===== src/rtl/regfile_pkg.sv =====
// Shared definitions for the multi-port register file.
// Holds the controller state encoding and the default data/address widths
// used by regfile_mp and its read-port sub-module.
package regfile_pkg;

    // Controller states: power-up clear sweep, normal operation, and a
    // requested clear sweep.
    typedef enum logic [1:0] {
        INIT_CLR = 2'd0,
        IDLE     = 2'd1,
        CLR      = 2'd2
    } state_e;

    localparam int DATA_W_DEF = 32;
    localparam int ADDR_W_DEF = 5;

endpackage


===== src/rtl/regfile_rdport.sv =====
// One combinational read port of the register file.
// Returns zero when the file is not ready, the port is disabled or the
// address is entry 0; otherwise forwards same-cycle write data (port 1 has
// priority over port 0) ahead of the stored entry.
//
// Ports:
//   ready_i              file is in normal operation
//   rd_en_i, rd_addr_i   this port's enable and address
//   stored_i             storage contents at rd_addr_i
//   we0_i/waddr0_i/wdata0_i, we1_i/waddr1_i/wdata1_i  write ports for bypass
//   rd_data_o            read result
module regfile_rdport
    import regfile_pkg::*;
#(
    parameter int DATA_W = DATA_W_DEF,
    parameter int ADDR_W = ADDR_W_DEF
) (
    input  logic              ready_i,
    input  logic              rd_en_i,
    input  logic [ADDR_W-1:0] rd_addr_i,
    input  logic [DATA_W-1:0] stored_i,
    input  logic              we0_i,
    input  logic [ADDR_W-1:0] waddr0_i,
    input  logic [DATA_W-1:0] wdata0_i,
    input  logic              we1_i,
    input  logic [ADDR_W-1:0] waddr1_i,
    input  logic [DATA_W-1:0] wdata1_i,
    output logic [DATA_W-1:0] rd_data_o
);

    // A nonzero read address implies any matching write address is nonzero,
    // so the bypass never forwards a discarded write to entry 0.
    always_comb begin
        rd_data_o = '0;
        if (ready_i && rd_en_i && (rd_addr_i != '0)) begin
            if (we1_i && (waddr1_i == rd_addr_i)) begin
                rd_data_o = wdata1_i;
            end else if (we0_i && (waddr0_i == rd_addr_i)) begin
                rd_data_o = wdata0_i;
            end else begin
                rd_data_o = stored_i;
            end
        end
    end

endmodule


===== src/rtl/regfile_mp.sv =====
// Multi-port register file: two write ports, NRD combinational read ports
// with write bypass, and a clear sweep that zeros every entry one per cycle
// after reset and on request.
//
// Ports:
//   clk, rst                 clock, synchronous active-low reset
//   we0/waddr0/wdata0        write port 0
//   we1/waddr1/wdata1        write port 1 (wins on same-address collision)
//   rd_en, rd_addr, rd_data  packed read ports, port i at slice i
//   clr_req                  one-cycle request to zero all entries
//   ready                    high only in normal operation
module regfile_mp
    import regfile_pkg::*;
#(
    parameter int DATA_W = DATA_W_DEF,
    parameter int ADDR_W = ADDR_W_DEF,
    parameter int NRD    = 2
) (
    input  logic                     clk,
    input  logic                     rst,
    input  logic                     we0,
    input  logic                     we1,
    input  logic [ADDR_W-1:0]        waddr0,
    input  logic [ADDR_W-1:0]        waddr1,
    input  logic [DATA_W-1:0]        wdata0,
    input  logic [DATA_W-1:0]        wdata1,
    input  logic [NRD-1:0]           rd_en,
    input  logic [NRD*ADDR_W-1:0]    rd_addr,
    output logic [NRD*DATA_W-1:0]    rd_data,
    input  logic                     clr_req,
    output logic                     ready
);

    localparam int                DEPTH = 2**ADDR_W;
    localparam logic [ADDR_W-1:0] LAST  = ADDR_W'(DEPTH - 1);

    state_e              state_q, state_d;
    logic [ADDR_W-1:0]   clr_cnt_q, clr_cnt_d;
    logic [DATA_W-1:0]   mem_q [DEPTH];
    logic                sweeping;

    always_ff @(posedge clk) begin
        if (!rst) begin
            state_q   <= INIT_CLR;
            clr_cnt_q <= '0;
        end else begin
            state_q   <= state_d;
            clr_cnt_q <= clr_cnt_d;
        end
    end

    always_comb begin
        state_d   = state_q;
        clr_cnt_d = clr_cnt_q;
        unique case (state_q)
            INIT_CLR, CLR: begin
                if (clr_cnt_q == LAST) begin
                    state_d   = IDLE;
                    clr_cnt_d = '0;
                end else begin
                    clr_cnt_d = clr_cnt_q + ADDR_W'(1);
                end
            end
            IDLE: begin
                if (clr_req) begin
                    state_d   = CLR;
                    clr_cnt_d = '0;
                end
            end
            default: begin
                state_d   = INIT_CLR;
                clr_cnt_d = '0;
            end
        endcase
    end

    // Gating with rst keeps data hidden while reset is held even if the
    // state register still says IDLE.
    assign ready    = rst && (state_q == IDLE);
    assign sweeping = (state_q == INIT_CLR) || (state_q == CLR);

    // Single arbitration point for the array. Port 1 is written last so it
    // wins a same-address collision. A write in the cycle clr_req is seen
    // commits here; the sweep that follows zeros it.
    always_ff @(posedge clk) begin
        if (sweeping) begin
            mem_q[clr_cnt_q] <= '0;
        end else if (ready) begin
            if (we0 && (waddr0 != '0)) begin
                mem_q[waddr0] <= wdata0;
            end
            if (we1 && (waddr1 != '0)) begin
                mem_q[waddr1] <= wdata1;
            end
        end
    end

    for (genvar gi = 0; gi < NRD; gi++) begin : g_rd
        logic [ADDR_W-1:0] addr;
        logic [DATA_W-1:0] stored;

        assign addr   = rd_addr[gi*ADDR_W +: ADDR_W];
        assign stored = mem_q[addr];

        regfile_rdport #(
            .DATA_W (DATA_W),
            .ADDR_W (ADDR_W)
        ) u_rdport (
            .ready_i   (ready),
            .rd_en_i   (rd_en[gi]),
            .rd_addr_i (addr),
            .stored_i  (stored),
            .we0_i     (we0),
            .waddr0_i  (waddr0),
            .wdata0_i  (wdata0),
            .we1_i     (we1),
            .waddr1_i  (waddr1),
            .wdata1_i  (wdata1),
            .rd_data_o (rd_data[gi*DATA_W +: DATA_W])
        );
    end

endmodule


===== config.mk =====
export PLATFORM = sky130hd
export DESIGN_NAME = regfile_mp
export DESIGN_NICKNAME = d
export VERILOG_FILES = /design/src/rtl/regfile_pkg.sv /design/src/rtl/regfile_rdport.sv /design/src/rtl/regfile_mp.sv
export SDC_FILE = /design/constraint.sdc
export NUM_CORES = 2
export LEC_CHECK = 0
export BUFFER_PORTS_ARGS = -buffer_cell sky130_fd_sc_hd__clkbuf_2
export CAP_MARGIN = 20
export CELL_PAD_IN_SITES_DETAIL_PLACEMENT = 1
export CELL_PAD_IN_SITES_GLOBAL_PLACEMENT = 2
export CORE_AREA = 2 2 400 402
export CTS_CLUSTER_SIZE = 16
export DETAILED_ROUTE_END_ITERATION = 16
export DIE_AREA = 0 0 402 404
export GPL_TIMING_DRIVEN = 1
export PLACE_DENSITY_LB_ADDON = 0.1
export SETUP_SLACK_MARGIN = 0.2
export SLEW_MARGIN = 20
export SYNTH_ARGS = -nofsm -noshare
export SYNTH_HDL_FRONTEND = slang
export SYNTH_HIERARCHICAL = 1
export SYNTH_SLANG_ARGS = --single-unit

===== constraint.sdc =====
create_clock -name clk -period 3.77 [get_ports clk]
set_input_delay 0.1885 -clock clk [delete_from_list [all_inputs] [get_ports clk]]
set_output_delay 0.1885 -clock clk [all_outputs]
set_load 0.02 [all_outputs]

* Yosys cells after proc, flatten, opt, wreduce, memory -nomap -nowiden
Memory sizes are Yosys's and may differ from the RTL's.
Index checks and enable logic that the tools add are counted.
** Storage, ports and cells
- Memories :: 1
- Output and inout port bits :: 65
- Memory bits (writable) :: 1024
- Bits in registers :: 7
** Memories
- mem_q :: words 32, width 32, read ports 2, clocked after memory_dff 0, wr ports 2, RTL line regfile_mp.sv:39 : logic [DATA_W-1:0] mem_q [DEPTH];
** Cells by class
- Reductions and logical operators :: 20
- Muxes and demuxes :: 25
- $add $sub $neg :: 1
- Equality and inequality tests :: 9
** Operators with widths (number)
- two-way mux 32 bit :: 7
- OR reduction 32 bit :: 1
- equality test 5 bit :: 4
- nonzero test 5 bit :: 4
- two-way mux 5 bit :: 3
- logical AND 1 bit :: 11
- two-way mux 1 bit :: 11
- one-hot mux 5 bit (2 select lines) :: 1
- adder 5 x 1 -> 5 bit (second input constant) :: 1
- equality test 5 bit (second input constant) :: 1
- two-way mux 2 bit :: 2
- inequality test 2 bit (second input constant) :: 2
- one-hot mux 2 bit (2 select lines) :: 1
- equality test 2 x 1 -> 1 bit (second input constant) :: 1
- equality test 2 bit (second input constant) :: 1
- zero test 2 bit :: 1
- AND reduction 2 bit :: 1
- OR reduction 2 bit :: 1
- logical OR 1 bit :: 1

* Depth between registers and ports, before layout
- Depth in word-level cells :: 8
- Mapped depth :: 10
- Gate-level depth less buffers :: 7

* By module
The synthesis kept the hierarchy.
** By module, submodules not included
- regfile_mp :: area an instance 60237.8 um^2, instances 1, seq. area each 30889.6 um^2, cells each 5953
- regfile_rdport :: area an instance 1283.7 um^2, instances 2, seq. area each 0.0 um^2, cells each 176

* Worst setup path after synthesis
OpenSTA, ideal clock, no wires.
- Path kind :: input-to-reg
- Start point :: in waddr0[4]
- End point :: mem mem_q[10][0] (netlist bit), enable pin
- Stages :: 5
- Arrival time :: 2.997 ns
- Library setup time :: 0.433 ns
- Path slack :: 0.340 ns
- Required time :: 3.337 ns
- Path through :: buf_2 -> or4_1 -> a2111oi_2 -> a31oi_1 -> o22ai_1
** RTL lines
- start: declaration :: RTL line regfile_mp.sv:23 : input logic [ADDR_W-1:0] waddr0,
- end: declaration :: RTL line regfile_mp.sv:39

* Worst setup path in the final report
- Start point :: reg state_q[0]
- End point :: out rd_data[3]
** Between the ends
- Word-level cells in the longest chain between the ends :: 5
** Ends and longest elaborated chain
- start: declaration :: RTL line regfile_mp.sv:37 : state_e state_q, state_d;
- start signal: assignment :: RTL line regfile_mp.sv:47 : state_q <= state_d;
- equality test 2 x 1 -> 1 bit :: RTL line regfile_mp.sv:79 : assign ready = rst && (state_q == IDLE);
- logical AND 1 bit :: RTL line regfile_mp.sv:79
- logical AND 1 bit (2 in series) :: RTL line regfile_rdport.sv:35 : if (ready_i && rd_en_i && (rd_addr_i != '0)) begin
- two-way mux 32 bit :: RTL line regfile_rdport.sv:35
- end: declaration :: RTL line regfile_mp.sv:29 : output logic [NRD*DATA_W-1:0] rd_data,
No other way between the ends.

==> impl_metrics.tcl <==
set metrics [dict create \
    status "finished clean" \
    finClkSkew_ns 0.0203 \
    synthFlopType "edfxtp_1" \
    drc 0 \
    critPathMaxFanout 17 \
    synth_cell_types 62 \
    finalSetupViolCount 0 \
    nNetsFinal 6302 \
    rsz0062_at_grt "no" \
    worstReg2RegStart "state_q[0]" \
    avgSynthCellArea_sq_um 9.96 \
    synth_top_family_by_area "compound AO/OA/AOI/OAI gates" \
    fill_cells 17200 \
    grt_usage_pct 36.6 \
    syn_nets 6398 \
    leakage_uw 0.0267 \
    startpoint "state_q[0]" \
    coreArea_sq_um 158000 \
    synth.top_cell.area_share_pct 49.0 \
    dp_hpwl_um 179000 \
    fin_crit_ns 3.50 \
    vias_per_cell 6.53 \
    min_path_cells 4 \
    clkTransAtPathRegs_ns 0.06 \
    dr.pass1.iters 5 \
    numPortBuffers 155 \
    min_to "mem_q[0][26]" \
    synthMuxAreaShare_pct 16.3 \
    synth_edf_count 1024 \
    cts_buffers 133 \
    synth_compound_area_share_pct 16.8 \
    async_reset_ff_share_pct 0 \
    start_util_pct 39.8 \
    synth_xor_xnor_area_share_pct 0.307 \
    r2r_slack_ns 0.58 \
    layout_commonest_cell "nand2_1" \
    r2r_cells 5 \
    drive_gt1_share_pct 12.9 \
    critPathKind "flop to primary output" \
    clk_latency_ns 0.78 \
    ir_worst_vdd_mv 0.457 \
    grt_max_degree 67 \
    tightest_slew_ns 1.16 \
    grt_pass1_wl_um 422000 \
    final_cell_mix "1221 x nand2_1, 1024 x mux2i_1, 1024 x edfxtp_1, 976 x o21ai_0, 213 x buf_4" \
    arrival_ns 3.31 \
    ant_nets 0 \
    cts.sinks 1031 \
    synth_top_area_cell "edfxtp_1" \
    yosys.area_share.adder_pct 0.0398 \
    vias 54700 \
    yosysSeqAreaShare_pct 49.2 \
    first_global_vias 54900 \
    ff_latch_area_sq_um 30900 \
    cts_tree "built" \
    multi_input_area_sq_um 29200 \
    grt_antenna_before_repair 17 \
    synth_seq_cells 1031 \
    root_buffer "clkbuf_16" \
    wire_per_inst_um 36.1 \
    place_congestion 0.879 \
    holdCritStartpoint "wdata0[26]" \
    fmax_ghz 0.286 \
    cts-root-to-sink-buffers 3 \
    slew_headroom_pct 21.5 \
    h-tree-depth 4 \
    min_path_type "primary input to flop" \
    setup_tns_ns 0 \
    end_kind "primary output" \
    dieArea_sq_um 162000 \
    whs_ns 0.0654 \
    synth_cells 6305 \
    ys_warn_count 6 \
    row_count 146 \
    synth.area.top_cells "edfxtp_1 49%, mux2i_1 16%, o21ai_0 7.8%" \
    wl_um 303000 \
    post-route-period-util_pct 92.8 \
    start_kind "flop" \
    area_growth_pct 13.9 \
    die_y_um 404 \
    max_cap_viol_count 0 \
    final_hold_viol_count 0 \
    drt_iter0_markers 6006 \
    die_w_um 402 \
    worst_ep_required_time_ns 3.58 \
    synth.cell_area_sq_um 62800 \
    reg2reg_to "mem_q[28][14]" \
    slew_violations 0 \
    yosys.area_share.simple_pct 12.1 \
    p_per_area_nw_per_um2 395 \
    num_io_pins 156 \
    grt_overflow_total 0 \
]
==> per-stage QoR <==
stage / power, uW / utilization [%] / cells / area [sq um] / worst slack, ns
after floorplan: 14400 / - / 6305 / 62800 / 0.340
after global placement: 15700 / 42.6 / 8132 / 67200 / 0.368
after detailed placement: 15700 / 42.6 / 8132 / 67200 / 0.346
after CTS: 28300 / 45.3 / 8378 / 71500 / 0.247
after global routing: 28800 / 45.3 / 8384 / 71500 / 0.245
final: 28300 / 45.3 / 8385 / 71600 / 0.270
==> worst max path at each step <==
stage                              end  cells past startpoint
after floorplan           mem_q[10][0]                      5
after global placement     rd_data[35]                     12
after detailed placement   rd_data[35]                     12
after CTS                  rd_data[35]                      7
after global routing        rd_data[3]                      5
final                       rd_data[3]                      5
==> registers in the layout, indices dropped and copies added (netlist names) <==
| register | count |
|---|---|
| clr_cnt_q | 5 |
| mem_q | 1024 |
| state_q | 2 |
==> layer usage <==
| metal | up-vias | global-route usage (%) | wire length, um |
|---|---|---|---|
| li1 | 23100 | - | - |
| met1 | 28200 | 48.5 | 125000 |
| met2 | 2720 | 58.7 | 139000 |
| met3 | 642 | 6.51 | 24500 |
| met4 | 8 | 15.7 | 13500 |
| met5 | - | 0 | 59 |
==> worst max-delay path: stages (launching register included) <==
cell      delay (ns)
dfxtp_2         0.51
and3b_2         0.39
buf_4           0.22
o211ai_4        0.33
a311oi_2        0.76
clkbuf_2        0.33
==> where the power goes <==
| group | leakage [uW] | internal, uW | switching, uW | total (uW) |
|---|---|---|---|---|
| Combinational | 0.0142 | 841 | 2080 | 2920 |
| Clock | 0.00204 | 7460 | 5250 | 12700 |
| Sequential | 0.0105 | 12600 | 60.4 | 12600 |
==> area by class of cell <==
| cell class | instances | share of cell area (%) |
|---|---|---|
| timing repair buffer | 480 | 6.32 |
| clock buffer | 171 | 4.98 |
| inverter | 36 | 0.189 |
| sequential | 1031 | 43.2 |
| tap | 2072 | 3.62 |
| multi-input combinational | 4527 | 40.8 |
| antenna | 6 | 0.0210 |
| clock inverter | 62 | 0.848 |
==> cell usage after synthesis, drive strengths merged, types with 10 or more instances <==
library cell  instances
clkbuf              404
nand3               199
nor2b                10
edfxtp             1024
o21ai              1059
xnor2                21
nor3                131
a311oi               64
nor2                 44
o22ai                31
a22o                129
a22oi               194
nand4                72
a21oi               196
inv                  36
buf                 307
nand2b               10
nand2              1228
mux2i              1024
a31oi                68
==> cell families after synthesis <==
group,Yosys count
flip-flops,1031
AND/OR/NAND/NOR,1723
multiplexers,1024
XOR/XNOR,22
buffers and inverters,747
adder cells (fa/ha/maj),2
AO/OA/AOI/OAI,1756
==> what timing repair did <==
action / 4_1_cts / 5_1_grt
gates resized for setup: 3 / 0
pin swaps: 0 / 2
endpoints found under the setup margin: 25 / 1
hold buffers: 13 / 0
buffers inserted: 0 / 1
hold endpoints to repair: 27 / 0
Power figures use the tool's default switching activity.
